<file path="src/rtl/move_tick_gen.sv">
// Move-rate tick generator: per-level frame prescaler, frame divider and wrapping step counter.
// Optional step limit with a done flag when MOVE_TICK_LIMIT_EN is defined.
module move_tick_gen #(
  parameter int unsigned CNT_W           = 20,
  parameter int unsigned FRAME_W         = 4,
  parameter int unsigned FRAMES_PER_TICK = 2,
  parameter int unsigned PERIOD_L1       = 750000,
  parameter int unsigned PERIOD_L2       = 370000,
  parameter int unsigned PERIOD_L3       = 200000,
  parameter int unsigned STEP_W          = 8
) (
  input  logic              clk,
  input  logic              reset,
  input  logic              enable,
  input  logic              pause,
  input  logic [1:0]        level,
`ifdef MOVE_TICK_LIMIT_EN
  input  logic [STEP_W-1:0] step_limit,
  output logic              done,
`endif
  output logic              frame_pulse,
  output logic              tick,
  output logic [STEP_W-1:0] step_count,
  output logic              active
);

  typedef enum logic [1:0] {S_IDLE, S_RUN, S_HOLD} state_e;

  state_e              state_q;
  logic [1:0]          lvl_q;
  logic [CNT_W-1:0]    delay_cnt_q;
  logic [FRAME_W-1:0]  frame_cnt_q;
  logic [STEP_W-1:0]   step_q;
  logic                frame_pulse_q;
  logic                tick_q;
  logic                active_q;

  logic [CNT_W-1:0]    period_m1_c;
  logic [CNT_W-1:0]    delay_cnt_d;
  logic [FRAME_W-1:0]  frame_cnt_d;
  logic [STEP_W-1:0]   step_d;
  logic                delay_last_c;
  logic                frame_last_c;
  logic                stop_c;
  logic                start_c;

`ifdef MOVE_TICK_LIMIT_EN
  logic done_q;
  logic limit_hit_c;
`endif

  // Terminal prescaler count for the latched level; level 0 never reaches RUN.
  always_comb begin
    period_m1_c = CNT_W'(PERIOD_L1 - 1);
    unique case (lvl_q)
      2'd2:    period_m1_c = CNT_W'(PERIOD_L2 - 1);
      2'd3:    period_m1_c = CNT_W'(PERIOD_L3 - 1);
      default: period_m1_c = CNT_W'(PERIOD_L1 - 1);
    endcase
  end

  assign delay_cnt_d  = delay_cnt_q + CNT_W'(1);
  assign frame_cnt_d  = frame_cnt_q + FRAME_W'(1);
  assign step_d       = step_q + STEP_W'(1);
  assign delay_last_c = (delay_cnt_q == period_m1_c);
  assign frame_last_c = (frame_cnt_q == FRAME_W'(FRAMES_PER_TICK - 1));
  assign stop_c       = !enable || (level == 2'd0);

`ifdef MOVE_TICK_LIMIT_EN
  assign limit_hit_c  = (step_limit != '0) && (step_d == step_limit);
  assign start_c      = enable && (level != 2'd0) && !done_q;
`else
  assign start_c      = enable && (level != 2'd0);
`endif

  // HOLD is entered/left purely from pause; a resume edge counts like any RUN edge.
  always_ff @(posedge clk or posedge reset) begin
    if (reset) begin
      state_q       <= S_IDLE;
      lvl_q         <= 2'd0;
      delay_cnt_q   <= '0;
      frame_cnt_q   <= '0;
      step_q        <= '0;
      frame_pulse_q <= 1'b0;
      tick_q        <= 1'b0;
      active_q      <= 1'b0;
`ifdef MOVE_TICK_LIMIT_EN
      done_q        <= 1'b0;
`endif
    end else begin
      frame_pulse_q <= 1'b0;
      tick_q        <= 1'b0;
      case (state_q)
        S_IDLE: begin
`ifdef MOVE_TICK_LIMIT_EN
          if (!enable) done_q <= 1'b0;
`endif
          if (start_c) begin
            state_q     <= S_RUN;
            lvl_q       <= level;
            delay_cnt_q <= '0;
            frame_cnt_q <= '0;
            step_q      <= '0;
            active_q    <= 1'b1;
          end
        end
        default: begin
          if (stop_c) begin
            state_q     <= S_IDLE;
            delay_cnt_q <= '0;
            frame_cnt_q <= '0;
            step_q      <= '0;
            active_q    <= 1'b0;
          end else begin
            state_q <= pause ? S_HOLD : S_RUN;
            if (level != lvl_q) begin
              lvl_q       <= level;
              delay_cnt_q <= '0;
              frame_cnt_q <= '0;
            end else if (!pause) begin
              if (delay_last_c) begin
                delay_cnt_q   <= '0;
                frame_pulse_q <= 1'b1;
                if (frame_last_c) begin
                  tick_q      <= 1'b1;
                  frame_cnt_q <= '0;
                  step_q      <= step_d;
`ifdef MOVE_TICK_LIMIT_EN
                  // Limit reached: finish in IDLE but keep the final step count visible.
                  if (limit_hit_c) begin
                    state_q  <= S_IDLE;
                    active_q <= 1'b0;
                    done_q   <= 1'b1;
                  end
`endif
                end else begin
                  frame_cnt_q <= frame_cnt_d;
                end
              end else begin
                delay_cnt_q <= delay_cnt_d;
              end
            end
          end
        end
      endcase
    end
  end

  assign frame_pulse = frame_pulse_q;
  assign tick        = tick_q;
  assign step_count  = step_q;
  assign active      = active_q;
`ifdef MOVE_TICK_LIMIT_EN
  assign done        = done_q;
`endif

endmodule

</file>
<file path="config.mk">
export PLATFORM = sky130hd
export DESIGN_NAME = move_tick_gen
export DESIGN_NICKNAME = d
export VERILOG_FILES = /design/src/rtl/move_tick_gen.sv
export SDC_FILE = /design/constraint.sdc
export NUM_CORES = 1
export LEC_CHECK = 0
export CAP_MARGIN = 30
export CORE_MARGIN = 2
export CORE_UTILIZATION = 23
export CTS_CLUSTER_SIZE = 10
export DETAILED_ROUTE_END_ITERATION = 10
export PLACE_DENSITY = 0.44
export SETUP_SLACK_MARGIN = 0.15
export SYNTH_ARGS = -nofsm -noshare
export SYNTH_HDL_FRONTEND = slang
export SYNTH_SLANG_ARGS = --single-unit
</file>
<file path="constraint.sdc">
create_clock -name clk -period 2.6 [get_ports clk]
set_input_delay 0.39 -clock clk [delete_from_list [all_inputs] [get_ports clk]]
set_output_delay 0.39 -clock clk [all_outputs]
set_load 0.01 [all_outputs]
</file>
==> summary.md, run 1 <==
| Metric | Value |
|---|---|
| Largest net degree at the start of global routing | `40` |
| Filler Cells Inserted | `~1,000` |
| Minimum clock period | `approximately 2.4 ns` |
| Layout cells sized above 1 | `0.168` |
| Cell Int Power | `about 1.1 mW` |
| Vias in the first global route | `approximately 1.8k` |
| PwrDens | `593 nW/um^2` |
| CP Capture Type | `register` |
| Cell Area, Placed | `~2700 um^2` |
| Sw power | `about 0.55 mW` |
| Worst VDD drop | `roughly 0.23 mV` |
| CP top delay family | `simple AND/OR/NAND/NOR gates` |
| Cts hold-fix bufs | `0` |
| Post-route ant nets | `0` |
| Crit start category | `input pin` |
| Power share of the clock group | `0.272` |
| Finished Cell Area | `2820 um^2` |
| PnR worst setup slack | `about 0.22 ns` |
| Top Ports | `17` |
| Syn Area/Cell | `about 9.5 um^2` |
| Synth area leader | `dfrtp_1` |
| GRT Overall Usage | `0.105` |
| Core Area | `~9300 um^2` |
| Clk_lat worst skew | `between 0.2 and 0.3 ns` |
| DRC errors left | `0` |
| Initial antenna violation count | `0` |
| Post-synth top flop | `dfrtp_1` |
| Status | `completed` |
| Pre-CTS WS | `-0.188 ns` |
| # port buffers | `16` |
| Max-cap violations | `0` |
| First-pass iteration count of the detailed router | `4` |
| Chip Width | `a little over 100 um` |
| Synthesized cell area | `2230 um^2` |
| First-pass GRT wire length | `about 8700 um` |
| Buf/Inv on CP | `2` |
| Total number of vias | `1,858` |
| Relative slew slack | `0.576` |
| Vias per std cell | `about 4.6` |
| Number of cells after detailed placement | `just under 400` |
| DIE AREA | `around 11,000 um^2` |
| Row count | `35` |
| Synth async-reset ratio | `1.00` |
| Crit share post-route | `0.914` |
| CTS Buf Count | `5` |
| Wire per inst | `between 10 and 15 um` |
| Seq pwr share | `0.420` |
| Drt total wl | `slightly above 5000 um` |
| CTS max path bufs | `2` |
| WP data required | `between 2 and 3 ns` |
| Switching power share of the total | `0.327` |
| Initial Utilization | `0.239` |
| Fmax | `~420 MHz` |
| DIE HEIGHT | `around 100 um` |
| Pins Over Slew Limit | `0` |
| Post-synth top area share | `0.437` |
| Pwr Total | `1.67 mW` |
| Multi-input logic area | `around 1200 um^2` |
| Layout Cells excl Fill | `around 400` |
| Sinks on Clock Net | `39` |
| Final setup vio count | `0` |
| Synth top area cells | `dfrtp_1 44%, xor2_1 5.1%, nand2_1 4.5%` |
| Critical setup path kind | `in -> reg` |
| CP Cell Sequence | `clkdlybuf4s50_1, o21ai_2, ha_2, or2_1, or2_2, or4_4, buf_4, nor4_1, a211o_1` |
| Final #Nets | `between 200 and 300` |
| Worst-margin pin slew | `0.633 ns` |
| Synth warn | `0` |
| P_leak | `around 1.2 nW` |
| RePlAce Congestion | `0.705` |
| Synthesis-to-finish area growth | `26.3%` |
| Crit path max fanout | `6` |
| CP max stage delay | `0.50 ns` |
| Number of synthesized flops with an enable pin | `0` |
| Register area share after synthesis | `0.437` |
| Combinational Power Share | `0.309` |
| Root Buffer Master | `clkbuf_8` |
| Clk_skew | `around 0.0026 ns` |
| Unrepaired setup endpoints after global routing | `yes` |
| Worst Hold Class | `reg -> reg` |
| CP max stage cell | `clkdlybuf4s50_1` |
| Mapped Nets | `about 250` |
| Netlist cell types | `between 40 and 50` |
| List of most frequent post-synthesis cells | `39 x dfrtp_1, 27 x nand2_1, 24 x nor2_1` |
| Ant diodes | `0` |
| Total grt overflow | `0` |
| Final hold vios | `0` |
| Flops & latches, synth | `39` |
| DR iter-0 viols | `between 50 and 60` |
| Cell with the most instances after synthesis | `dfrtp_1` |
| Post-Synthesis Cells | `236` |
| Final Util | `0.302` |
| TNS Setup | `0 ns` |
| Hold slack | `between 0.4 and 0.5 ns` |
| FF/Latch Area | `a little under 1000 um^2` |
| CTS tree | `done` |
| Post-DP HPWL | `3560 um` |
| Reg clk slew, reported paths | `around 0.080 ns` |
| H-Tree Depth | `2` |
| Worst reg2reg setup slack | `around 0.3 ns` |
| Critical path arrival | `between 2 and 3 ns` |
[power by group through the flow]
stage / logic [mW] / registers, mW / clock network [mW]
floorplan: 0.308 / 0.687 / 0
global placement: 0.464 / 0.712 / 0
detailed placement: 0.460 / 0.713 / 0
CTS: 0.476 / 0.702 / 0.478
global route: 0.579 / 0.707 / 0.501
finish: 0.516 / 0.701 / 0.454
[area by class of cell]
type / instances / area share
clock buffers: 8 / 0.0355
well taps: 129 / 0.0572
repair buffers: 39 / 0.122
multi-input cells: 179 / 0.427
inverters: 9 / 0.0120
flip-flops and latches: 39 / 0.346
[what timing repair did]
action / CTS / global route
endpoints found under the setup margin: 22 / 25
resized for setup: 2 / 3
pin swaps: 0 / 3
hold endpoints to repair: 0 / 0
buffers inserted: 0 / 2
[path summary, 6_finish.rpt]
path	startpoint	endpoint	cells past startpoint
min in group asynchronous	reset	active$_DFFE_PP0P_	3
worst min-delay path	active$_DFFE_PP0P_	active$_DFFE_PP0P_	2
worst max register to register	delay_cnt_q[15]$_DFFE_PP0P_	step_count[2]$_DFFE_PP0P_	7
max in group asynchronous	reset	delay_cnt_q[9]$_DFFE_PP0P_	3
worst max-delay path	level[1]	step_count[2]$_DFFE_PP0P_	9
worst min register to register	active$_DFFE_PP0P_	active$_DFFE_PP0P_	2
[layout by cell type (no fill, tap or decap), types with 6 or more instances in the layout]
cell type / n
nor3_1: 8
o21ai_0: 6
nor2_1: 24
clkbuf_8: 7
o211ai_1: 8
dfrtp_1: 39
xor2_1: 13
buf_4: 22
nand2_1: 27
nand3_1: 13
clkdlybuf4s50_1: 16
inv_1: 9
and3_1: 6
[worst min-delay path: stages (launching register included)]
cell	delay, ns
dfrtp_1	0.35
nand2_1	0.05
o21ai_0	0.06
[logic make-up after synthesis]
group | share of synthesized area
DFF | 0.437
adders and majority gates | 0.0336
xor gates and xnor gates | 0.0706
AOI/OAI and AO/OA | 0.148
buffers and inverters | 0.0319
and+or+nand+nor | 0.250
muxes | 0.0286
[per-layer routing]
layer	track usage	up-vias	part of all wire
li1	-	929	-
met1	0.140	891	0.48
met2	0.171	34	0.47
met3	0.0210	4	0.041
met4	0.0328	0	0.011
met5	0	-	0
[registers in the layout, summed over array words and instances (netlist names)]
signal	flops
lvl_q	2
tick	1
frame_pulse	1
delay_cnt_q	20
active	1
frame_cnt_q	4
state_q	2
step_count	8
Note: power is estimated with default switching activity, not from simulation.
==> run 2, diff against run 1 <==
--- a/config.mk
+++ b/config.mk
@@ -12,6 +12,7 @@
 export DETAILED_ROUTE_END_ITERATION = 10
 export PLACE_DENSITY = 0.44
 export SETUP_SLACK_MARGIN = 0.15
+export SKIP_LAST_GASP = 1
 export SYNTH_ARGS = -nofsm -noshare
 export SYNTH_HDL_FRONTEND = slang
 export SYNTH_SLANG_ARGS = --single-unit
==> results of run 2 <==
Final layout, timing and power as in run 1 (identical DEF).
==> run 3, diff against run 2 <==
--- a/config.mk
+++ b/config.mk
@@ -8,7 +8,7 @@
 export CAP_MARGIN = 30
 export CORE_MARGIN = 2
 export CORE_UTILIZATION = 23
-export CTS_CLUSTER_SIZE = 10
+export CTS_CLUSTER_SIZE = 14
 export DETAILED_ROUTE_END_ITERATION = 10
 export PLACE_DENSITY = 0.44
 export SETUP_SLACK_MARGIN = 0.15
==> results of run 3 <==
Final layout, timing and power as in run 1 (identical DEF).
